**src/rtl/key_repeat.sv**
```systemverilog
// Key auto-repeat generator: turns debounced key levels into one-cycle command
// strobes, with a first-repeat delay and a steady repeat rate for masked keys.
module key_repeat #(
    parameter logic [15:0] DELAY       = 16'd300,
    parameter logic [15:0] RATE        = 16'd60,
    parameter logic [3:0]  REPEAT_MASK = 4'b0111
) (
    input  logic       clk,
    input  logic       rst,
    input  logic [3:0] held,
    output logic [3:0] pulse,
    output logic [1:0] active,
    output logic       busy
);

    typedef enum logic [1:0] {
        ST_IDLE,
        ST_DELAY,
        ST_REPEAT,
        ST_HOLD
    } state_t;

    state_t      state_q, state_d;
    logic [15:0] cnt_q, cnt_d;
    logic [3:0]  pulse_q, pulse_d;
    logic [1:0]  active_q, active_d;
    logic        busy_q, busy_d;
    logic [1:0]  press_idx;
    logic [3:0]  active_onehot;

    // Highest-numbered key wins a simultaneous press (rotate > down > right > left).
    always_comb begin
        press_idx = 2'd0;
        if (held[3])      press_idx = 2'd3;
        else if (held[2]) press_idx = 2'd2;
        else if (held[1]) press_idx = 2'd1;
    end

    assign active_onehot = 4'b0001 << active_q;

    // NOTE: every output of this block gets a default first so no path leaves a latch.
    always_comb begin
        state_d  = state_q;
        cnt_d    = cnt_q;
        pulse_d  = 4'b0000;
        active_d = active_q;

        case (state_q)
            ST_IDLE: begin
                cnt_d = 16'd0;
                if (held != 4'b0000) begin
                    active_d = press_idx;
                    pulse_d  = 4'b0001 << press_idx;
                    state_d  = REPEAT_MASK[press_idx] ? ST_DELAY : ST_HOLD;
                end
            end
            ST_DELAY: begin
                // Release is checked before the timeout so a late release never repeats.
                if (!held[active_q]) begin
                    state_d = ST_IDLE;
                    cnt_d   = 16'd0;
                end else if (cnt_q == DELAY - 16'd1) begin
                    pulse_d = active_onehot;
                    cnt_d   = 16'd0;
                    state_d = ST_REPEAT;
                end else begin
                    cnt_d = cnt_q + 16'd1;
                end
            end
            ST_REPEAT: begin
                if (!held[active_q]) begin
                    state_d = ST_IDLE;
                    cnt_d   = 16'd0;
                end else if (cnt_q == RATE - 16'd1) begin
                    pulse_d = active_onehot;
                    cnt_d   = 16'd0;
                end else begin
                    cnt_d = cnt_q + 16'd1;
                end
            end
            ST_HOLD: begin
                if (!held[active_q]) state_d = ST_IDLE;
            end
            default: state_d = ST_IDLE;
        endcase

        busy_d = (state_d != ST_IDLE);
    end

    // NOTE: state registers use non-blocking assignments so all flops update together.
    always_ff @(posedge clk or negedge rst) begin
        if (!rst) begin
            state_q  <= ST_IDLE;
            cnt_q    <= 16'd0;
            pulse_q  <= 4'b0000;
            active_q <= 2'b00;
            busy_q   <= 1'b0;
        end else begin
            state_q  <= state_d;
            cnt_q    <= cnt_d;
            pulse_q  <= pulse_d;
            active_q <= active_d;
            busy_q   <= busy_d;
        end
    end

    assign pulse  = pulse_q;
    assign active = active_q;
    assign busy   = busy_q;

endmodule

```
**config.mk**
```make
export PLATFORM = sky130hd
export DESIGN_NAME = key_repeat
export DESIGN_NICKNAME = d
export VERILOG_FILES = /design/src/rtl/key_repeat.sv
export SDC_FILE = /design/constraint.sdc
export NUM_CORES = 1
export LEC_CHECK = 0
export BUFFER_PORTS_ARGS = -buffer_cell sky130_fd_sc_hd__buf_2
export CORE_UTILIZATION = 40
export CTS_BUF_LIST = sky130_fd_sc_hd__clkbuf_4 sky130_fd_sc_hd__clkbuf_8
export CTS_CLUSTER_SIZE = 16
export DETAILED_ROUTE_END_ITERATION = 16
export PLACE_DENSITY = 0.61
export SLEW_MARGIN = 20
export SYNTH_ARGS = -nofsm -noshare
export SYNTH_HDL_FRONTEND = slang
export SYNTH_SLANG_ARGS = --single-unit
export TNS_END_PERCENT = 10
```
**constraint.sdc**
```tcl
create_clock -name clk -period 2.9 [get_ports clk]
set_input_delay 0.58 -clock clk [delete_from_list [all_inputs] [get_ports clk]]
set_output_delay 0.58 -clock clk [all_outputs]
set_load 0.05 [all_outputs]
```
==> results of run 1 <==
## cells in the mapped netlist, types with 2 or more instances
library cell	instances
nand3_1	9
a31oi_1	2
a21oi_1	5
and3_1	3
nand4b_1	2
or4b_4	2
nand2b_1	6
nor4_1	4
o41ai_4	2
a22o_1	2
nand2_1	19
nand3b_1	3
clkbuf_1	4
and2_1	4
nor3b_1	2
nor2_1	3
nand4_1	3
o211a_1	2
o22ai_1	3
o31ai_1	4
inv_1	7
nor3_1	4
a211oi_1	3
a221o_1	3
dfrtp_1	25
o41ai_1	2
ha_1	6
o21ai_0	15
## logic make-up after synthesis
group,Yosys count,synth area share (%)
AND/OR/NAND/NOR,69,25.64
AO/OA/AOI/OAI,49,24.36
flip-flops,25,40.06
buffers and inverters,13,3.686
adder cells (fa/ha/maj),6,4.808
multiplexers,1,1.442
## how the worst max path moves through the flow
stage | start | to | slack [ns] | cells after the start
final | cnt_q[0]$_DFFE_PN0P_ | cnt_q[6]$_DFFE_PN0P_ | 0.24 | 6
after global routing | cnt_q[0]$_DFFE_PN0P_ | cnt_q[9]$_DFFE_PN0P_ | 0.06 | 6
after CTS | cnt_q[0]$_DFFE_PN0P_ | cnt_q[6]$_DFFE_PN0P_ | 0.26 | 6
after detailed placement | cnt_q[0]$_DFFE_PN0P_ | cnt_q[6]$_DFFE_PN0P_ | 0.28 | 6
after global placement | cnt_q[0]$_DFFE_PN0P_ | cnt_q[6]$_DFFE_PN0P_ | 0.39 | 6
after floorplan | cnt_q[0]$_DFFE_PN0P_ | cnt_q[6]$_DFFE_PN0P_ | 0.62 | 6
## state kept, by name, summed over array words and instances, names as in the netlist
| name | count |
|---|---|
| busy | 1 |
| cnt_q | 16 |
| active | 2 |
| pulse | 4 |
| state_q | 2 |
## worst max-delay path: cells and delay by family, from the launching register on
kind            cells  cell delay, ns
compound gates      3            1.08
fa+ha+maj           1            0.24
flops               1            0.41
simple gates        2            0.81
## power by group
part / internal (mW) / total [mW] / switching (mW)
Combinational: 0.185 / 0.571 / 0.386
Clock: 0.108 / 0.219 / 0.111
Sequential: 0.401 / 0.463 / 0.0618
Total: 0.695 / 1.25 / 0.559
## layout make-up
class                           count  area (sq um)
Fill cell                         364          2017
Multi-Input combinational cell    125         878.3
Sequential cell                    25         625.6
Timing Repair Buffer               12         60.06
Tap cell                           48         60.06
Clock buffer                        4         48.80
Inverter                            7         26.28
## layer usage
layer / up-vias / GRT usage, % / routed length, um
met5: - / 0 / 0
met3: 4 / 2.817 / 140
met1: 631 / 21.95 / 1525
met4: 0 / 5.000 / 32
li1: 644 / - / -
met2: 31 / 28.29 / 1528
==> summary.md, run 1 <==
| Metric | Value |
|---|---|
| Aggregate routed wire length | `around 3200 um` |
| Clock root buffer | `clkbuf_8` |
| Synth Register Bits | `25` |
| PD cells | `737.9 mW/mm^2` |
| Drc violations | `0` |
| Cell Chain, Critical Path | `ha_1 > or4b_4 > o41ai_4 > a21oi_2 > and3_1 > a221o_1` |
| CTS sink cnt | `25` |
| CP Class | `flip-flop to flip-flop` |
| CTS tree | `built` |
| Share of cells above drive strength 1 | `14.45%` |
| H-Tree Level Count | `1` |
| Crit-path slowest cell | `or4b_4` |
| Post-placement cell count | `217` |
| Yosys cell types | `42` |
| DP Wirelength | `~2300 um` |
| Final hold viol count | `0` |
| Worst r2r path cells | `6` |
| Max clock buf depth | `2` |
| Synth top area cells | `dfrtp_1 40%, ha_1 4.8%, o21ai_0 4.8%, nand2_1 4.6%, o41ai_4 3.5%` |
| Vias post-DR | `1310` |
| Antenna violations before repair | `0` |
| Startpoint Class | `flip-flop` |
| I/O pins | `13` |
| DIE HEIGHT | `roughly 64 um` |
| RSZ-0062 raised after global routing | `no` |
| Final Power | `roughly 1.3 mW` |
| RD Place Congestion | `0.8389` |
| VDD IR max | `244.6 uV` |
| Vias per cell | `5.928` |
| CP endpoint kind | `flip-flop` |
| Max incr delay on CP | `about 0.54 ns` |
| Reg clk slew, reported paths | `0.09 ns` |
| Post-Synthesis Cells | `163` |
| Hold Crit Class | `input port to asynchronous set/reset pin` |
| RR Startpoint | `cnt_q[0]$_DFFE_PN0P_` |
| Post-synth ARST share | `100.0%` |
| DP Worst Slack | `~0.28 ns` |
| Gr usage total | `around 17%` |
| DR WL/cell | `14.60 um` |
| Leading cell type in the layout, fill and taps excluded | `dfrtp_1` |
| Max Cap Violations | `0` |
| Worst EP arrival | `2.82 ns` |
| Max frequency | `between 0.3 and 0.4 GHz` |
| Most frequent cells in the layout | `25 x dfrtp_1, 19 x nand2_1, 15 x o21ai_0, 12 x buf_2, 9 x nand3_1` |
| Hold buffer count at CTS | `0` |
| Starting Density | `42.02%` |
| Ant diodes | `0` |
| Cts repair resizes | `0` |
| Setup ws final | `0.2398 ns` |
| Final worst-path cycle share | `around nine tenths` |
| Antenna-violating nets left | `0` |
| Hold WS | `a little under 0.3 ns` |
| Least-Margin Pin Slew | `just under 1 ns` |
| Core area | `approximately 0.0037 sq mm` |
| Die ar. | `0.004158 sq mm` |
| Finished Cell Area | `0.001699 sq mm` |
| Initial DRT Pass Iterations | `4` |
| Top cell type by total area after synthesis | `dfrtp_1` |
| Grt total ovfl | `0` |
| Final core occ | `45.72%` |
| Setup TNS | `0 ns` |
| Pins Over Slew Limit | `0` |
| Final std cells w/o fill | `221` |
| Vias in the first global route | `1193` |
| Endpoints failing setup | `0` |
| PortBufs | `12` |
| Worst skew pair latency | `0.27 ns` |
| Sequential area share after synthesis | `40.06%` |
| Setup Buffers After CTS | `0` |
| Area grow syn2layout | `8.814%` |
| Syn. warnings | `0` |
| Top_reg_cell synth | `dfrtp_1` |
| CP Max Fanout | `19` |
| WP data required | `~3.1 ns` |
| DP Area | `0.001650 sq mm` |
| Largest net degree at the start of global routing | `31` |
| Post-Syn Area per Cell | `9.580 sq um` |
| Status | `complete, no violations` |
| Post-synth EDFFs | `0` |
| Cell Area, Synth | `0.001561 sq mm` |
| FF-to-FF setup slack | `about 0.24 ns` |
| Worst Skew | `0.005311 ns` |
| Reg2reg end | `cnt_q[6]$_DFFE_PN0P_` |
| Final net count | `roughly 190` |
| Net Count, Synth | `175` |
| Die width | `64.48 um` |
| Share of the synthesized area in the top cell type | `40.06%` |
| Total CTS buffers | `3` |
| First-pass GRT wire length | `5423 um` |
| Worst slew margin | `between 30 and 40%` |
| Leakage power total | `0.7237 nW` |
| Initial DRC count | `between 70 and 80` |
| Post-layout min period | `around 2.7 ns` |
| Row cnt | `22` |
No activity file was read; power rests on OpenSTA's default activity.
==> run 2, diff against run 1 <==
--- a/config.mk
+++ b/config.mk
@@ -10,7 +10,6 @@
 export CTS_BUF_LIST = sky130_fd_sc_hd__clkbuf_4 sky130_fd_sc_hd__clkbuf_8
 export CTS_CLUSTER_SIZE = 16
 export DETAILED_ROUTE_END_ITERATION = 16
-export PLACE_DENSITY = 0.61
 export SLEW_MARGIN = 20
 export SYNTH_ARGS = -nofsm -noshare
 export SYNTH_HDL_FRONTEND = slang
==> summary.md, run 2 (same netlist as run 1, synthesis figures left out) <==
| Metric | Value |
|---|---|
| DIE HEIGHT | `between 60 and 70 um` |
| Setup TNS | `0 ns` |
| Endpoints failing setup | `0` |
| Max frequency | `0.3847 GHz` |
| Pins Over Slew Limit | `0` |
| WP data required | `3.03 ns` |
| DR WL/cell | `14.87 um` |
| Worst skew pair latency | `0.27 ns` |
| PortBufs | `12` |
| Drc violations | `0` |
| RD Place Congestion | `0.7948` |
| Post-layout min period | `2.599 ns` |
| Worst Skew | `between 0.0009 and 0.001 ns` |
| I/O pins | `13` |
| Hold Crit Class | `input port to asynchronous set/reset pin` |
| PD cells | `738.9 mW/mm^2` |
| Row cnt | `22` |
| Initial DRC count | `45` |
| Initial DRT Pass Iterations | `4` |
| Largest net degree at the start of global routing | `31` |
| First-pass GRT wire length | `approximately 5800 um` |
| CP Class | `flip-flop to flip-flop` |
| VDD IR max | `544.8 uV` |
| Worst slew margin | `34.89%` |
| Final hold viol count | `0` |
| Vias per cell | `between 5 and 6` |
| Worst EP arrival | `2.73 ns` |
| Most frequent cells in the layout | `25 x dfrtp_1, 19 x nand2_1, 15 x o21ai_0, 12 x buf_2, 9 x nand3_1` |
| Least-Margin Pin Slew | `0.9766 ns` |
| Vias in the first global route | `1239` |
| Hold buffer count at CTS | `0` |
| Core area | `about 0.0037 sq mm` |
| Final core occ | `45.72%` |
| Top reg by flops | `cnt_q` |
| Status | `complete, no violations` |
| RSZ-0062 raised after global routing | `no` |
| Area grow syn2layout | `8.814%` |
| CP endpoint kind | `flip-flop` |
| Starting Density | `between 40% and 50%` |
| Reg clk slew, reported paths | `around 0.09 ns` |
| Final worst-path cycle share | `89.64%` |
| CTS sink cnt | `25` |
| Clock root buffer | `clkbuf_8` |
| Max Cap Violations | `0` |
| Cts repair resizes | `0` |
| DP Wirelength | `between 2000 and 2500 um` |
| Die ar. | `around 0.0042 sq mm` |
| Startpoint Class | `flip-flop` |
| Grt total ovfl | `0` |
| Max clock buf depth | `2` |
| Setup Buffers After CTS | `0` |
| Antenna violations before repair | `0` |
| Vias post-DR | `1300` |
| Largest register FFs | `16` |
| Leading cell type in the layout, fill and taps excluded | `dfrtp_1` |
| Antenna-violating nets left | `0` |
| Die width | `64.48 um` |
| CTS tree | `built` |
| FF-to-FF setup slack | `around 0.30 ns` |
| Share of cells above drive strength 1 | `14.45%` |
| Total CTS buffers | `3` |
| H-Tree Level Count | `1` |
| Aggregate routed wire length | `about 3300 um` |
| Hold WS | `0.2956 ns` |
| Gr usage total | `18.04%` |
| Ant diodes | `0` |
| CP Max Fanout | `19` |
| Leakage power total | `0.7237 nW` |
| Final net count | `about 190` |
[run 2: worst max-delay path, stage by stage, from the launching register on]
cell,delay (ns)
dfrtp_1,0.41
ha_1,0.23
or4b_4,0.54
o41ai_4,0.49
a21oi_2,0.31
nand2b_1,0.31
o311ai_0,0.17
[run 2: final timing paths]
| path | from | endpoint | cells after the start |
|---|---|---|---|
| min in group clk | cnt_q[1]$_DFFE_PN0P_ | cnt_q[1]$_DFFE_PN0P_ | 2 |
| hold / removal | rst | pulse[0]$_DFF_PN0_ | 1 |
| max in group asynchronous | rst | cnt_q[5]$_DFFE_PN0P_ | 1 |
| setup reg to reg | cnt_q[0]$_DFFE_PN0P_ | cnt_q[9]$_DFFE_PN0P_ | 6 |
| setup / recovery | cnt_q[0]$_DFFE_PN0P_ | cnt_q[9]$_DFFE_PN0P_ | 6 |
| hold reg to reg | cnt_q[1]$_DFFE_PN0P_ | cnt_q[1]$_DFFE_PN0P_ | 2 |
[run 2: power by group]
part	total (mW)	internal (mW)	leakage (nW)	switching, mW
combinational	0.574	0.185	0.361	0.389
clock	0.218	0.108	0.0262	0.110
sequential	0.463	0.402	0.336	0.0618
total	1.26	0.694	0.724	0.561
[run 2: per-stage QoR]
step	setup slack [ns]	cell area, sq um	instances	power, mW
after detailed placement	0.3076	1650	217	1.040
after global routing	0.03326	1699	221	1.342
after floorplan	0.6186	1562	163	0.9093
after global placement	0.3946	1650	217	1.027
after CTS	0.2806	1699	221	1.261
final	0.3006	1699	221	1.255
[run 2: final cells by class]
cell class,count,area (sq um)
Clock buffer,4,48.80
Tap cell,48,60.06
Timing Repair Buffer,12,60.06
Inverter,7,26.28
Sequential cell,25,625.6
Fill cell,363,2017
Multi-Input combinational cell,125,878.3
[run 2: routing by layer]
layer	GRT usage, %	vias up	wire, um
met1	23.93	641	1613
met4	7.222	0	43
li1	-	641	-
met3	2.817	4	84
met5	0	-	0
met2	29.34	14	1545
